**src/rtl/seven_seg_mux_ndigit.sv**
```systemverilog
// Multiplexed common-anode 7-segment driver for an N-digit packed BCD bus.
// Scans one digit per refresh slot with blanking and a once-per-scan input snapshot.
module seven_seg_mux_ndigit #(
  parameter int N_DIGITS     = 3,
  parameter int REFRESH_DIV  = 50000,
  parameter int BLANK_CYCLES = 500
) (
  input  logic                  clk,
  input  logic                  rst,
  input  logic [4*N_DIGITS-1:0] BCD,
  input  logic [N_DIGITS-1:0]   dp_mask,
  input  logic                  lz_blank,
  output logic [6:0]            seg_n,
  output logic                  dp_n,
  output logic [N_DIGITS-1:0]   anode_n
);

  localparam int CW = (REFRESH_DIV > 1) ? $clog2(REFRESH_DIV) : 1;
  localparam int SW = (N_DIGITS > 1) ? $clog2(N_DIGITS) : 1;

  logic [CW-1:0]           cnt;
  logic [SW-1:0]           sel;
  logic [4*N_DIGITS-1:0]   snap;
  logic                    first;

  logic                    tick;
  logic                    last_sel;
  logic [3:0]              digit;
  logic                    dp_sel;
  logic [N_DIGITS-1:0]     anode_sel;
  logic                    upper_zero;
  logic                    digit_blank;
  logic                    in_blank_window;
  logic [N_DIGITS-1:0]     anode_next;
  logic [6:0]              seg_next;
  logic                    dp_next;

  function automatic logic [6:0] decode(input logic [3:0] d);
    case (d)
      4'd0:    decode = 7'h40;
      4'd1:    decode = 7'h79;
      4'd2:    decode = 7'h24;
      4'd3:    decode = 7'h30;
      4'd4:    decode = 7'h19;
      4'd5:    decode = 7'h12;
      4'd6:    decode = 7'h02;
      4'd7:    decode = 7'h78;
      4'd8:    decode = 7'h00;
      4'd9:    decode = 7'h10;
      default: decode = 7'h3F;
    endcase
  endfunction

  assign tick     = (cnt == CW'(REFRESH_DIV - 1));
  assign last_sel = (sel == SW'(N_DIGITS - 1));

  always_comb begin
    digit       = 4'd0;
    dp_sel      = 1'b0;
    anode_sel   = '1;
    upper_zero  = 1'b1;
    digit_blank = 1'b0;
    // Walk from the most significant digit down so upper_zero covers digits i..N-1.
    for (int i = N_DIGITS - 1; i >= 0; i--) begin
      upper_zero = upper_zero && (snap[4*i +: 4] == 4'd0);
      if (sel == SW'(i)) begin
        digit        = snap[4*i +: 4];
        dp_sel       = dp_mask[i];
        anode_sel[i] = 1'b0;
        digit_blank  = lz_blank && (i != 0) && upper_zero;
      end
    end
    in_blank_window = (cnt < CW'(BLANK_CYCLES));
    anode_next      = (in_blank_window || digit_blank) ? '1 : anode_sel;
    seg_next        = digit_blank ? 7'h7F : decode(digit);
    dp_next         = (anode_next == '1) ? 1'b1 : ~dp_sel;
  end

  always_ff @(posedge clk) begin
    if (!rst) begin
      cnt     <= '0;
      sel     <= '0;
      snap    <= '0;
      first   <= 1'b1;
      seg_n   <= 7'h7F;
      dp_n    <= 1'b1;
      anode_n <= '1;
    end else begin
      cnt <= tick ? '0 : cnt + CW'(1);
      if (tick) begin
        sel <= last_sel ? '0 : sel + SW'(1);
      end
      // Reloading only at the end of a full scan keeps a counter carry from tearing the display.
      if (first || (tick && last_sel)) begin
        snap <= BCD;
      end
      first   <= 1'b0;
      seg_n   <= seg_next;
      dp_n    <= dp_next;
      anode_n <= anode_next;
    end
  end

endmodule
```
**config.mk**
```make
export PLATFORM = sky130hd
export DESIGN_NAME = seven_seg_mux_ndigit
export DESIGN_NICKNAME = d
export VERILOG_FILES = /design/src/rtl/seven_seg_mux_ndigit.sv
export SDC_FILE = /design/constraint.sdc
export NUM_CORES = 1
export LEC_CHECK = 0
export CAP_MARGIN = 25
export CORE_ASPECT_RATIO = 1.1
export CORE_UTILIZATION = 44
export DETAILED_ROUTE_END_ITERATION = 16
export PLACE_DENSITY = 0.7
export SYNTH_ARGS = -nofsm -noshare
export SYNTH_HDL_FRONTEND = slang
export SYNTH_SLANG_ARGS = --single-unit
export TNS_END_PERCENT = 10
```
**constraint.sdc**
```tcl
create_clock -name clk -period 1.6 [get_ports clk]
set_input_delay 0.48 -clock clk [delete_from_list [all_inputs] [get_ports clk]]
set_output_delay 0.48 -clock clk [all_outputs]
set_load 0.02 [all_outputs]
```
==> impl_metrics.tcl <==
set metrics [dict create \
    cts.sinks 42 \
    synth_area_um2 1963 \
    synth_edf_count 0 \
    ys_warn_count 0 \
    vias 1584 \
    total_power_w 0.002087 \
    via_per_inst 5.013 \
    synth_area_leaders "dfxtp_1 (43%), mux2i_1 (12%), nand2_1 (6.1%), xnor2_1 (4.9%), ha_1 (3.8%)" \
    fin_util_pct 62.10 \
    status "completed" \
    grt_first_pass_wirelength_mm 6.258 \
    drtAntennaViolNets 0 \
    max-vdd-ir-drop_mv 0.4329 \
    ys_seq_area_share_pct 42.83 \
    leakagePower_nw 1.009 \
    drcViolationCount 0 \
    postSynth.asyncResetShare_pct 0 \
    yosys.area.top_type_share_pct 42.83 \
    clockRootBuffer "clkbuf_8" \
    fin_area_um2 2661 \
    die_h_um 72.06 \
    numPortBuffers 28 \
    dp_hpwl_mm 2.687 \
    syn-instance-count 208 \
    start_util_pct 45.81 \
    period_minus_slack_ns 1.553 \
    start_kind "register" \
    worst-path-max-fanout 6 \
    synth.distinct_cells 43 \
    hold_viol 0 \
    htree_levels 2 \
    dieArea_um2 4733 \
    routed_wirelength_mm 3.879 \
    hold_buffers 0 \
    max_freq_ghz 0.6439 \
    wire_per_inst_um 12.28 \
    power_density_nw_per_um2 784.2 \
    place_ws_ns -0.02010 \
    path_class "reg2reg" \
    setup_violations 0 \
    worst_slack_ns 0.04702 \
    finalMaxSlewViolations 0 \
    cts_buffers 5 \
    ys.flop_type "dfxtp_1" \
    pin_count 29 \
    cts.clk_slew.worst_paths_ns 0.08 \
    grt_usage_pct 17.02 \
    worst_hold_path_type "reg2reg" \
    drive_gt1_share_pct 20.61 \
    antennaDiodeCount 0 \
    synth_top_cell_by_area "dfxtp_1" \
    nets 285 \
    crit_path_end_kind "register" \
    grt_antenna_before_repair 0 \
    placed_area_um2 2450 \
    slew-limit-headroom_pct 77.25 \
    syn2layout_area_growth_pct 35.56 \
    clock_skew_ns 0.002738 \
    core_um2 4285 \
    worstPathArrival_ns 1.76 \
    drv_cap 0 \
    grt_overflow 0 \
    holdWs_ns 0.4858 \
    fin_crit_sh_pct 97.06 \
    die_w_um 65.69 \
    drt_iter0_markers 50 \
    fillers 359 \
    required_ns 1.81 \
    routabilityCongestion 0.8059 \
    worst_pin_slew_ns 0.3365 \
    grt_max_degree 25 \
    synth.net_count 232 \
    clock_path_buffers 2 \
    dr.pass1.iters 4 \
    clk-insertion-delay-late_ns 0.28 \
    synth_area_per_cell_um2 9.438 \
    grt_pass1_vias 1435 \
    rows 25 \
    ys_seq_elements 42 \
    cts_tree "built" \
    rsz0062_at_grt "yes" \
]
## Yosys cell counts (2+ instances only)
master and count:
ha_1 6, nand4_1 2, or3_1 2, nor2_1 20, a21oi_1 3, mux2i_1 23
inv_1 8, dfxtp_1 42, nor2b_1 2, nor3_1 3, nand3_1 7, o2111ai_1 2
o311ai_1 2, nor4_1 5, o2bb2ai_2 2, o21ai_0 4, buf_2 3, xnor2_1 11
clkbuf_1 3, nand2_1 32, o211ai_1 4
## final cells by class
cell class,count,area (um2),area share [%]
clock buffer,7,86.33,3.244
clock inverter,1,5.005,0.1881
inverter,8,30.03,1.128
multi-input combinational,150,1132,42.55
tap,54,67.56,2.539
sequential,42,844.6,31.73
timing repair buffer,54,495.5,18.62
## flip-flops by register name (all words and copies together), names as in the netlist
register,count
first,1
cnt,16
snap,12
dp_n,1
seg_n,7
sel,2
anode_n,3
## what timing repair did
| action | CTS | global route |
|---|---|---|
| setup endpoints to repair | 21 | 17 |
| pin swaps | 0 | 4 |
| resized for setup | 14 | 16 |
| buffers inserted | 0 | 3 |
| gates cloned | 0 | 1 |
## kinds of logic after synthesis
logic type               count (synthesis)  share of synthesized area (%)
AND/OR/NAND/NOR                         84                          21.67
flip-flops                              42                          42.83
AO/OA/AOI/OAI                           25                          10.77
multiplexers                            23                          11.73
buffers and inverters                   16                          3.824
XOR/XNOR                                12                          5.354
adder cells (fa/ha/maj)                  6                          3.824
## worst paths after layout
check	from	endpoint	slack (ns)	cells after the start
setup / recovery	cnt[1]	snap[2]	0.05	6
hold / removal	snap[10]	snap[10]	0.49	2
setup reg to reg	cnt[1]	snap[2]	0.05	6
hold reg to reg	snap[10]	snap[10]	0.49	2
## metrics by stage
| stage | setup TNS (ns) | std cells |
|---|---|---|
| 3_5_place_dp | -0.03279 | 304 |
| 5_1_grt | -0.08164 | 316 |
| 2_1_floorplan | 0 | 208 |
| 6_report | 0 | 316 |
| 4_1_cts | 0 | 312 |
| 3_3_place_gp | 0 | 304 |
## cell usage in the layout, fill, tap and decap left out, drive strengths merged, types with 2 or more instances in the layout
master	instances
dfxtp	42
nand2	33
buf	25
mux2i	23
nor2	20
clkdlybuf4s50	17
xnor2	11
dlygate4sd2	11
nand3	8
inv	8
clkbuf	8
nor4	6
ha	6
o21ai	5
o211ai	4
a21oi	4
nor3	3
o2bb2ai	3
o311ai	2
o2111ai	2
nand4	2
or3	2
nor2b	2
and3	2
and4	2
## power breakdown
group | total (W) | internal [W] | switching [W]
Combinational | 0.000277 | 0.000148 | 0.000129
Clock | 0.000692 | 0.000348 | 0.000343
Sequential | 0.00112 | 0.00109 | 0.0000313
## metal layers
metal / up-vias / wire length, um / share of wire (%) / global-route usage [%]
met2: 26 / 1810 / 47 / 26.19
met5: - / 0 / 0 / 0
met4: 0 / 43 / 1.1 / 5.797
li1: 836 / - / - / -
met1: 716 / 1917 / 49 / 23.40
met3: 6 / 107 / 2.8 / 3.774
## critical path, stage by stage, from the launching register on
cell	delay [ns]
dfxtp_1	0.35
ha_4	0.18
and3_4	0.19
and4_4	0.20
a21oi_4	0.20
buf_12	0.16
mux2i_1	0.20
No activity file was read; power rests on OpenSTA's default activity.
==> variant 1 (same settings) <==
The output `seg_n` loses its register stage (`seg_n` becomes a continuous assignment).
--- a/src/rtl/seven_seg_mux_ndigit.sv
+++ b/src/rtl/seven_seg_mux_ndigit.sv
@@ -83,5 +83,4 @@
       snap    <= '0;
       first   <= 1'b1;
-      seg_n   <= 7'h7F;
       dp_n    <= 1'b1;
       anode_n <= '1;
@@ -96,5 +95,4 @@
       end
       first   <= 1'b0;
-      seg_n   <= seg_next;
       dp_n    <= dp_next;
       anode_n <= anode_next;
@@ -102,3 +100,5 @@
   end
 
+  assign seg_n = seg_next;
+
 endmodule
Check against the original RTL: not equivalent (Yosys sat finds a counterexample within 4 cycles, from zero or initial values and one cycle with rst low).
==> variant 1 against the unedited design <==
- largest power group unchanged
- the run now ends with negative setup slack left
- sequential share of layout area decreased by 5.3 points
- sequential cell count decreased by 7
- die area decreased by 8.9%
- area after synthesis decreased by 9.2%
- sequential power decreased by 18%
- clock power increased by 20%
- worst setup slack got worse by 0.80 ns
- design area increased by 0.94%
- routed wire length increased by 8.8%
- highest routed layer unchanged
- total power decreased by 1.2%
==> variant 1: results (changes against the unedited design) <==
metric	value	unit	change
status	finished, violations left		
failing checks	negative setup slack		
Sw Ratio	0.238		-0.00298
vias in the first global route	1534		+6.9%
WL met1	1940	um	+0.94%
post-synthesis compound-gate area fraction	0.0933		-0.0144
hold worst-path end	snap[2]$_SDFFE_PN0P_		
top cells by area, synth	dfxtp_1 (39%), mux2i_1 (13%), nand2_1 (6.5%)		
crit path from	sel[1]$_SDFFE_PN0N_		
GP Congestion	0.827		+2.6%
xor/xnor share of the synthesized area	0.0540		+0.000498
WL met2	2070	um	+15%
filler cell count	291		-19%
Critical Path Sink	seg_n[3]		
Slowest cell on crit path	dfxtp_4		
GRT Overall Usage	0.219		+0.0486
syn nets	225		-3.0%
Final nets	296		+3.9%
sequential area share after synthesis	0.393		-0.0353
RR Startpoint	cnt[0]$_SDFF_PP0_		
top flop regs	cnt: 16 flops, snap: 12 flops, anode_n: 3 flops		
setup violators final	8		+8
Seq area share	0.265		-0.0528
Final non-clock buffer share	0.240		+0.0537
Synth Area in Adders	0.0421		+0.00386
Routed Wire Length	4220	um	+8.8%
detailed router's first-iteration violation count	56		+12%
flop2flop setup slack	-0.01	ns	-0.06 ns
ClkCell Share	0.0438		+0.00946
largest net degree at the start of global routing	28		+12%
Sink Count	35		-17%
library cells used by synthesis	41		-4.7%
Worst VDD drop	0.570	mV	+32%
CP Max Fanout	5		-1
inverter count	7		-1
Post-synth top cells	dfxtp_1 (35), nand2_1 (31), mux2i_1 (23)		
Worst-Margin Slew	0.387	ns	+0.0508 ns
final setup margin	-0.749	ns	-0.796 ns
-- variant 1: routing by layer --
metal  GRT usage  up-vias
li1            -      840
met1       0.265      753
met2       0.367       31
met3      0.0609        6
met4      0.0988        0
met5           0        -
-- variant 1: timing repair --
| action | 4_1_cts | 5_1_grt |
|---|---|---|
| buffers inserted | 3 | 1 |
| pin swaps | 3 | 1 |
| hold buffers | 0 | 0 |
| resized for setup | 50 | 9 |
| endpoints found under the setup margin | 25 | 35 |
-- variant 1: metrics by stage --
step | instances | power [mW] | setup TNS, ns | cell area [sq um] | hold slack (ns)
2_1_floorplan | 201 | 1.09 | -4.38 | 1850 | 0.437
3_3_place_gp | 311 | 1.25 | -6.69 | 2480 | 0.444
3_5_place_dp | 311 | 1.25 | -6.81 | 2480 | 0.451
4_1_cts | 322 | 2.08 | -5.04 | 2650 | 0.455
5_1_grt | 323 | 2.15 | -5.78 | 2690 | 0.475
6_report | 323 | 2.06 | -4.91 | 2690 | 0.456
==> variant 2 (same flow settings) <==
Made on the original files. Set the parameter `N_DIGITS` to 2 (it was 3).
--- a/src/rtl/seven_seg_mux_ndigit.sv
+++ b/src/rtl/seven_seg_mux_ndigit.sv
@@ -2,5 +2,5 @@
 // Scans one digit per refresh slot with blanking and a once-per-scan input snapshot.
 module seven_seg_mux_ndigit #(
-  parameter int N_DIGITS     = 3,
+  parameter int N_DIGITS     = 2,
   parameter int REFRESH_DIV  = 50000,
   parameter int BLANK_CYCLES = 500
Interface: changed (resized BCD, anode_n and dp_mask); port bits go from 29 to 23. The function was not compared with the original's and may differ.
==> variant 2 against the unedited design <==
- worst setup slack better by 0.080 ns
- area after synthesis is 12% lower
- total power is 7.1% lower
- critical path type unchanged
- utilization is 3.4 points lower
- sequential cell count is 6 lower
- design area is 19% lower
- synthesized cell count is 12% lower
- non-clock buffer count is 19 lower
- routed wire length is 19% lower
==> variant 2: results (changes against the unedited design) <==
metric	value	unit	change
Seq area share	0.335		+0.0173
Post-Syn Instances	183		-12%
CP arrival	1.65	ns	-0.11 ns
first-pass GRT wire length	5350	um	-14%
GRT Overall Usage	0.174		+0.00395
#MultiIn Comb	128		-15%
worst hold stages	1		-1
WL met3	121	um	+13%
grt met1 use	0.202		-0.0324
Critical Path Sink	cnt[12]$_SDFF_PP0_		
Min-Delay Path Class	flop to flop		
sequential cell count	36		-14%
Worst-Margin Slew	0.416	ns	+0.0799 ns
R2R depth	5		-1
CTS resizes	10		-4
Placed Area	0.00205	sq mm	-16%
min-delay src	cnt[0]$_SDFF_PP0_		
Seq. pwr	0.956	mW	-15%
placed cell count	260		-14%
Multi-input gate area	908	sq um	-20%
final setup margin	0.127	ns	+0.0796 ns
CP peak stage delay	0.37	ns	+0.02 ns
PnR Total Power	1.94	mW	-7.1%
status	complete, no violations		
top flop regs	cnt: 16 flops, snap: 8 flops, seg_n: 7 flops		
Leak	0.810	nW	-20%
WL met1	1460	um	-24%
detailed router's first-iteration violation count	42		-16%
top cells by area, synth	dfxtp_1 (42%), xnor2_1 (6.6%), nor2_1 (5.2%)		
DR vias	1334		-16%
Int Pwr	1.50	mW	-5.5%
Final nets	236		-17%
Post-synth top cells	dfxtp_1 (36), nor2_1 (24), nand2_1 (15)		
clock skew	0.00382	ns	+0.00108 ns
GP Congestion	0.833		+3.4%
buffers outside the clock class	35		-35%
Worst VDD drop	0.412	mV	-4.8%
setup bufs post-CTS	0		unchanged
hold slack	0.450	ns	-0.0358 ns
flop2flop setup slack	0.13	ns	+0.08 ns
wire length per cell	11.7	um	-4.6%
Gate power share	0.106		-0.027
largest net degree at the start of global routing	19		-24%
share of layout cells above drive strength 1	0.220		+0.0141
layout overhead on the synthesized area	25.5	%	
filler cell count	358		-0.28%
detailed placement HPWL	2290	um	-15%
inverter count	11		+3
ClkCell Share	0.0498		+0.0155
syn nets	202		-13%
met2 usage	0.282		+0.0204
Syn Std Cell Area	0.00172	sq mm	-12%
WL met2	1460	um	-19%
==> variant 2: changes by cell type in the layout (fill, tap and decap cells not counted), sizes merged, moves of 3 or more <==
| cell | delta |
|---|---|
| mux2i | -18 |
| nand2 | -18 |
| buf | -12 |
| o21ai | +11 |
| dfxtp | -6 |
| nand3 | +6 |
| clkdlybuf4s50 | -5 |
| nor2 | +4 |
| o211ai | -4 |
| inv | +3 |
| nand4 | +3 |
| o2bb2ai | -3 |
==> variant 2: cell families (layout without fill, tap and decap cells) <==
logic type      Yosys count  count (layout)  share of synthesized area
fa+ha+maj                 6               6                     0.0436
buf+inv                  19              54                     0.0596
xor+xnor                 14              14                     0.0712
flops                    36              36                      0.419
compound gates           24              24                      0.104
simple gates             77              77                      0.251
mux                       7               7                     0.0516
==> variant 2: critical path, delay by kind of cell, from the launching register on <==
kind	cells	cell delay (ns)
flops	1	0.37
simple gates	4	0.75
fa+ha+maj	1	0.24
